--- config.mk ---
export PLATFORM = sky130hd
export DESIGN_NAME = irq_sequencer
export DESIGN_NICKNAME = d
export VERILOG_FILES = /design/src/rtl/irq_sequencer.sv
export SDC_FILE = /design/constraint.sdc
export NUM_CORES = 1
export LEC_CHECK = 0
export CAP_MARGIN = 20
export CORE_UTILIZATION = 46
export DETAILED_ROUTE_END_ITERATION = 6
export PLACE_DENSITY = 0.93
export SYNTH_ARGS = -nofsm -noshare
export SYNTH_HDL_FRONTEND = slang
export SYNTH_SLANG_ARGS = --single-unit
--- constraint.sdc ---
create_clock -name clk -period 3.3 [get_ports clk]
set_input_delay 0.99 -clock clk [delete_from_list [all_inputs] [get_ports clk]]
set_output_delay 0.99 -clock clk [all_outputs]
set_load 0.03 [all_outputs]
--- src/rtl/irq_sequencer.sv ---
// Purpose: four-source interrupt sequencer that drives one leg of the 8-bit core's PC mux.
//          Latches rising edges of irq[], gates them with mask_q and picks the lowest index.
//          Redirects the PC to a vector at an instruction boundary and restores the saved PC on reti.
// Latency: an irq edge latches into pending on edge n; with the source enabled and instr_boundary=1,
//          TAKE starts on edge n+1. TAKE and RETURN each last one cycle.
// Backpressure: none. The core holds off redirection by keeping instr_boundary low. Events that
//          arrive while a handler is running wait in pending.
// Ports:
//   clk, reset          clock, asynchronous active-high reset
//   irq[3:0]            level requests, bit 0 highest priority
//   mask_we, mask_d     mask register write (1 = source enabled)
//   pc_cur              PC register output; saved as the return address
//   instr_boundary      core may be redirected this cycle
//   reti                return-from-interrupt decoded
//   pc_sel, pc_irq      PC mux override and its address (pc_irq = 0 when pc_sel = 0)
//   irq_active, cur_src handler in progress and the source being serviced
//   pending, mask_q     latched events and the current mask
module irq_sequencer #(
  parameter int             PCW      = 10,
  parameter logic [PCW-1:0] VEC_BASE = 10'h3F0
) (
  input  logic           clk,
  input  logic           reset,
  input  logic [3:0]     irq,
  input  logic           mask_we,
  input  logic [3:0]     mask_d,
  input  logic [PCW-1:0] pc_cur,
  input  logic           instr_boundary,
  input  logic           reti,
  output logic           pc_sel,
  output logic [PCW-1:0] pc_irq,
  output logic           irq_active,
  output logic [1:0]     cur_src,
  output logic [3:0]     pending,
  output logic [3:0]     mask_q
);

  typedef enum logic [1:0] {
    S_IDLE    = 2'd0,
    S_TAKE    = 2'd1,
    S_SERVICE = 2'd2,
    S_RETURN  = 2'd3
  } state_t;

  state_t         r_state;
  state_t         w_state_nxt;
  logic [3:0]     r_pending;
  logic [3:0]     r_mask;
  logic [3:0]     r_irq_prev;
  logic [PCW-1:0] r_saved_pc;
  logic [1:0]     r_cur_src;

  logic [3:0]     w_eligible;
  logic [1:0]     w_winner;
  logic           w_take;
  logic [3:0]     w_set;
  logic [3:0]     w_clr;

  assign w_eligible = r_pending & r_mask;
  assign w_set      = irq & ~r_irq_prev;

  // Fixed priority: the lowest set bit wins.
  always_comb begin
    w_winner = 2'd0;
    if (w_eligible[0])      w_winner = 2'd0;
    else if (w_eligible[1]) w_winner = 2'd1;
    else if (w_eligible[2]) w_winner = 2'd2;
    else if (w_eligible[3]) w_winner = 2'd3;
  end

  assign w_take = (r_state == S_IDLE) && (w_eligible != 4'd0) && instr_boundary;
  assign w_clr  = w_take ? (4'b0001 << w_winner) : 4'd0;

  always_ff @(posedge clk or posedge reset) begin
    if (reset) begin
      r_state    <= S_IDLE;
      r_pending  <= 4'd0;
      r_mask     <= 4'd0;
      r_irq_prev <= 4'd0;
      r_saved_pc <= '0;
      r_cur_src  <= 2'd0;
    end else begin
      r_state    <= w_state_nxt;
      r_irq_prev <= irq;
      // A fresh edge on the bit being taken wins over its clear, so it is serviced again later.
      r_pending  <= (r_pending & ~w_clr) | w_set;
      // The take decision above reads the old mask, so the new value takes effect next cycle.
      if (mask_we) r_mask <= mask_d;
      if (w_take) begin
        r_cur_src  <= w_winner;
        r_saved_pc <= pc_cur;
      end
    end
  end

  // Next state and Moore outputs, decoded from registered state only.
  always_comb begin
    w_state_nxt = r_state;
    pc_sel      = 1'b0;
    pc_irq      = '0;
    irq_active  = 1'b0;
    case (r_state)
      S_IDLE: begin
        if (w_take) w_state_nxt = S_TAKE;
      end
      S_TAKE: begin
        pc_sel      = 1'b1;
        pc_irq      = VEC_BASE + PCW'({r_cur_src, 2'b00});
        irq_active  = 1'b1;
        w_state_nxt = S_SERVICE;
      end
      S_SERVICE: begin
        irq_active = 1'b1;
        if (reti) w_state_nxt = S_RETURN;
      end
      S_RETURN: begin
        pc_sel      = 1'b1;
        pc_irq      = r_saved_pc;
        irq_active  = 1'b1;
        w_state_nxt = S_IDLE;
      end
      default: w_state_nxt = S_IDLE;
    endcase
  end

  assign cur_src = r_cur_src;
  assign pending = r_pending;
  assign mask_q  = r_mask;

endmodule

* Word level (Yosys, flattened, before mapping)
Cells that the tools add are included.
** Word-level totals
- Output and inout port bits :: 22
- Word-level logic and storage cells :: 37
- Bits in registers :: 26
- Input bits :: 23
** Operators by class
- Multiplexer cells :: 11
- Bitwise operators :: 6
- Shift-type cells :: 1
- Reduce and logical (&&, ||, !) cells :: 7
- Equality and inequality tests :: 5
- $add $sub $neg :: 1
** Operators by type and width (number)
- $pmux 10 s2 :: 1
- $and 4x4->4 :: 3
- $mux 2 :: 6
- $not 4->4 :: 2
- $pmux 2 s4 :: 1
- $add 5x5->6 const A :: 1
- $eq 2x2->1 const B :: 2
- $mux 4 :: 1
- $ne 2x2->1 const B :: 2
- $or 4x4->4 :: 1
- $reduce_bool 4->1 :: 1
- $shl 1x2->4 const A :: 1
- $reduce_or 3->1 :: 1
- $eq 2x1->1 const B :: 1
- $logic_and 1x1->1 :: 2
- $logic_not 2->1 :: 1
- $mux 1 :: 2
- $reduce_and 2->1 :: 1
- $reduce_or 2->1 :: 1

* Longest topological paths before layout
- Word-level depth :: 10
- Depth in mapped cells :: 6
- Gate-level depth less buffers :: 6

* Worst setup path before layout
No wires, ideal clock.
- Kind :: register to output
- From :: register r_state[1]
- To :: output pc_irq[3]
- Data arrival time :: 1202 ps
- Data required time :: 2310 ps
- Stages on the path, launching flop included :: 5
- Path slack :: 1108 ps
- Buffers on the path :: 1
- Path through :: dfrtp_1 inv_1 ha_1 clkbuf_1 a22o_1
** On the way
- Longest elaborated chain between the ends :: 2
- Elaborated cells between the ends (all ways) :: 3
- Classes of those cells :: 2 x eq/ne; 1 x mux
** RTL lines
- start, declared :: RTL line 45 : state_t r_state;
- start signal, assigned :: RTL line 83 : r_state <= w_state_nxt;
- $eq 2x2->1 or $eq 2x1->1 (tied branches) :: RTL line 102 : case (r_state)
- $pmux 10 s2 * :: RTL line 102
- end, declared :: RTL line 31 : output logic [PCW-1:0] pc_irq,
Every way passes the cells marked *; elsewhere a longest branch is shown, timed or not.

* Final worst setup path
- From :: register r_state[1]
- To :: output pc_irq[2]
Same word-level chain as after synthesis.

==> impl_metrics.yaml <==
timing:
  fin_skew_ns: 0.0128
  fmax_mhz: 322
  holdWs_ns: 0.427
  max_slew_margin: 0.769
  finalSetupViolCount: 0
  fin_crit_ns: 3.10
  grt_setup_unrepaired: "false"
  tns_ns: 0
  tightest_slew_ns: 0.346
  hold_violations: 0
  period_share: 0.940
  slew_viol_final: 0
logic_synthesis:
  synth-edff-count: 0
  synth-main-ff-cell: "dfrtp_1"
  synth_seq_cells: 26
  synth_area_sq_um: 1180
  synth_sequential_area_ratio: 0.551
  synth_cell_types: 23
  yosysTopAreaCell: "dfrtp_1"
  avgSynthCellArea_sq_um: 12.1
  synthTopCellsByArea: "dfrtp_1 (55%), mux2_2 (15%), ha_1 (5.3%)"
  async_reset_ff_frac: 1.00
  yosysTopAreaCellShare: 0.551
  synthTopCellsByCount: "dfrtp_1 (26), mux2_2 (16), inv_1 (9)"
  syn_nets: 126
  yosysMostFrequentCell: "dfrtp_1"
  synth_cells: 98
  synth_warnings: 0
clocking:
  ctsResizeCount: 0
  root_buffer: "clkbuf_4"
  cts_sinks: 26
  postCtsHoldBufs: 0
  cts_tree: "built"
  clk_pin_slew_worst_paths_ns: 0.15
  cts.path.max_buffers: 2
  postCtsSetupBuffers: 0
  clk_latency_ns: 0.34
  htreeDepth: 1
  cts_made_buffers: 3
setup_path:
  crit_path_end_kind: "output pin"
  rrSetupSlack_ns: 1.45
  cp_max_fo: 9
  critPathLaunchType: "flop"
  crit_arrival_ns: 2.11
  critical_path_required_ns: 2.31
  worstSetupPathType: "reg2out"
global_routing:
  grt-ovfl-total: 0
  grt_max_degree: 27
  grt_usage: 0.240
  first_global_vias: 976
  antenna_found_initial: 0
  grt_pass1_wl_mm: 4.63
final_layout:
  syn2layout_area_growth_pct: 44.7
  fin_util: 0.737
  num-nets-final: 174
  stdcell_count: 173
  diodes: 0
  drive_gt1_frac: 0.166
status:
  outcome: "complete, no violations"
floorplan:
  placeableCoreArea_sq_um: 2320
  die-area_sq_um: 2770
  die_x_um: 52.7
  die_h_um: 52.7
  pin_count: 45
  rows: 17
  initial_core_util: 0.509
route:
  drtAntennaViolNets: 0
  first_pass_iters: 4
  num_vias: 921
  detail_route.iter0.violations: 12
  via_per_inst: 5.32
  drt-wirelength-per-cell_um: 15.8
  wirelength_mm: 2.74
  drc_errors: 0
place:
  place.gp.congestion: 0.749
  port_buffers: 44
  placed_cells: 169
  hpwl_mm: 2.06
flow_run:
  drv_cap: 0
power:
  p_per_area_nw_per_um2: 937
  p_leak_nw: 0.777
  vdd_ir_drop_max_uv: 632
min_path:
  hold_class: "reg2reg"
[cells by family (layout without fill, tap and decap cells)]
logic type	Yosys count	count (layout)	synth area share
and+or+nand+nor	17	17	0.0742
muxes	16	16	0.153
buffers and inverters	12	59	0.0413
adders and majority gates	5	5	0.0530
AOI/OAI and AO/OA	22	22	0.128
DFF	26	26	0.551
[final cells by class]
cell class | count | area, sq um
Clock inverter | 1 | 30.0
Multi-Input combinational cell | 60 | 482
Clock buffer | 3 | 22.5
Sequential cell | 26 | 651
Timing Repair Buffer | 46 | 455
Inverter | 9 | 33.8
Tap cell | 28 | 35.0
Fill cell | 162 | 609
[critical path, cell delays in order (launching register included)]
cell and delay [ns]:
dfrtp_1 0.45, inv_1 0.11, ha_1 0.34, a22o_1 0.19, clkdlybuf4s50_1 0.69
[state kept, by name (all words and copies together), names as in the netlist]
name        count
mask_q          4
r_saved_pc     10
r_irq_prev      4
r_state         2
pending         4
cur_src         2
[routing by layer]
layer / up-vias / global-route usage / part of all wire
met5: - / 0 / 0
met4: 0 / 0.0921 / 0.027
met3: 11 / 0.0464 / 0.041
met2: 33 / 0.424 / 0.53
met1: 444 / 0.285 / 0.40
li1: 433 / - / -
[metrics by stage]
step	setup slack, ns	power, W	area (sq um)
after global placement	0.657	0.00134	1660
after floorplan	1.11	0.00105	1180
final	0.199	0.00160	1710
after detailed placement	0.589	0.00138	1660
after CTS	0.200	0.00161	1710
after global routing	0.0739	0.00170	1710
[worst paths after layout]
check | from | endpoint | cells past startpoint
min reg2reg | r_irq_prev[3]$_DFF_PP0_ | pending[3]$_DFF_PP0_ | 1
min | r_irq_prev[3]$_DFF_PP0_ | pending[3]$_DFF_PP0_ | 1
max reg2reg | r_state[0]$_DFFE_PP0P_ | pending[3]$_DFF_PP0_ | 6
max in group asynchronous | reset | mask_q[2]$_DFFE_PP0P_ | 3
max | r_state[1]$_DFFE_PP0P_ | pc_irq[2] | 4
min in group asynchronous | reset | r_saved_pc[0]$_DFFE_PP0P_ | 3
[power by group]
part           internal, W  leakage (nW)  switching (W)
combinational     0.000412         0.451       0.000465
sequential        0.000424         0.298      0.0000757
clock             0.000123        0.0279       0.000101
[cells in the final DEF, fill, tap and decap left out]
cell type,instances
o21ai_1,1
ha_1,5
a22o_1,4
a21oi_1,1
dfrtp_1,26
nand2_1,4
a21o_1,6
nor2b_1,1
o21ai_0,6
nor2_1,4
and2_2,1
o31ai_1,1
mux2_2,16
or3b_1,1
a2bb2oi_1,1
clkbuf_4,3
inv_1,9
a31oi_1,1
nand3_1,2
o41ai_1,1
or2_2,1
buf_4,2
bufinv_16,1
and2_1,3
clkdlybuf4s50_1,44
Power figures use the tool's default switching activity.
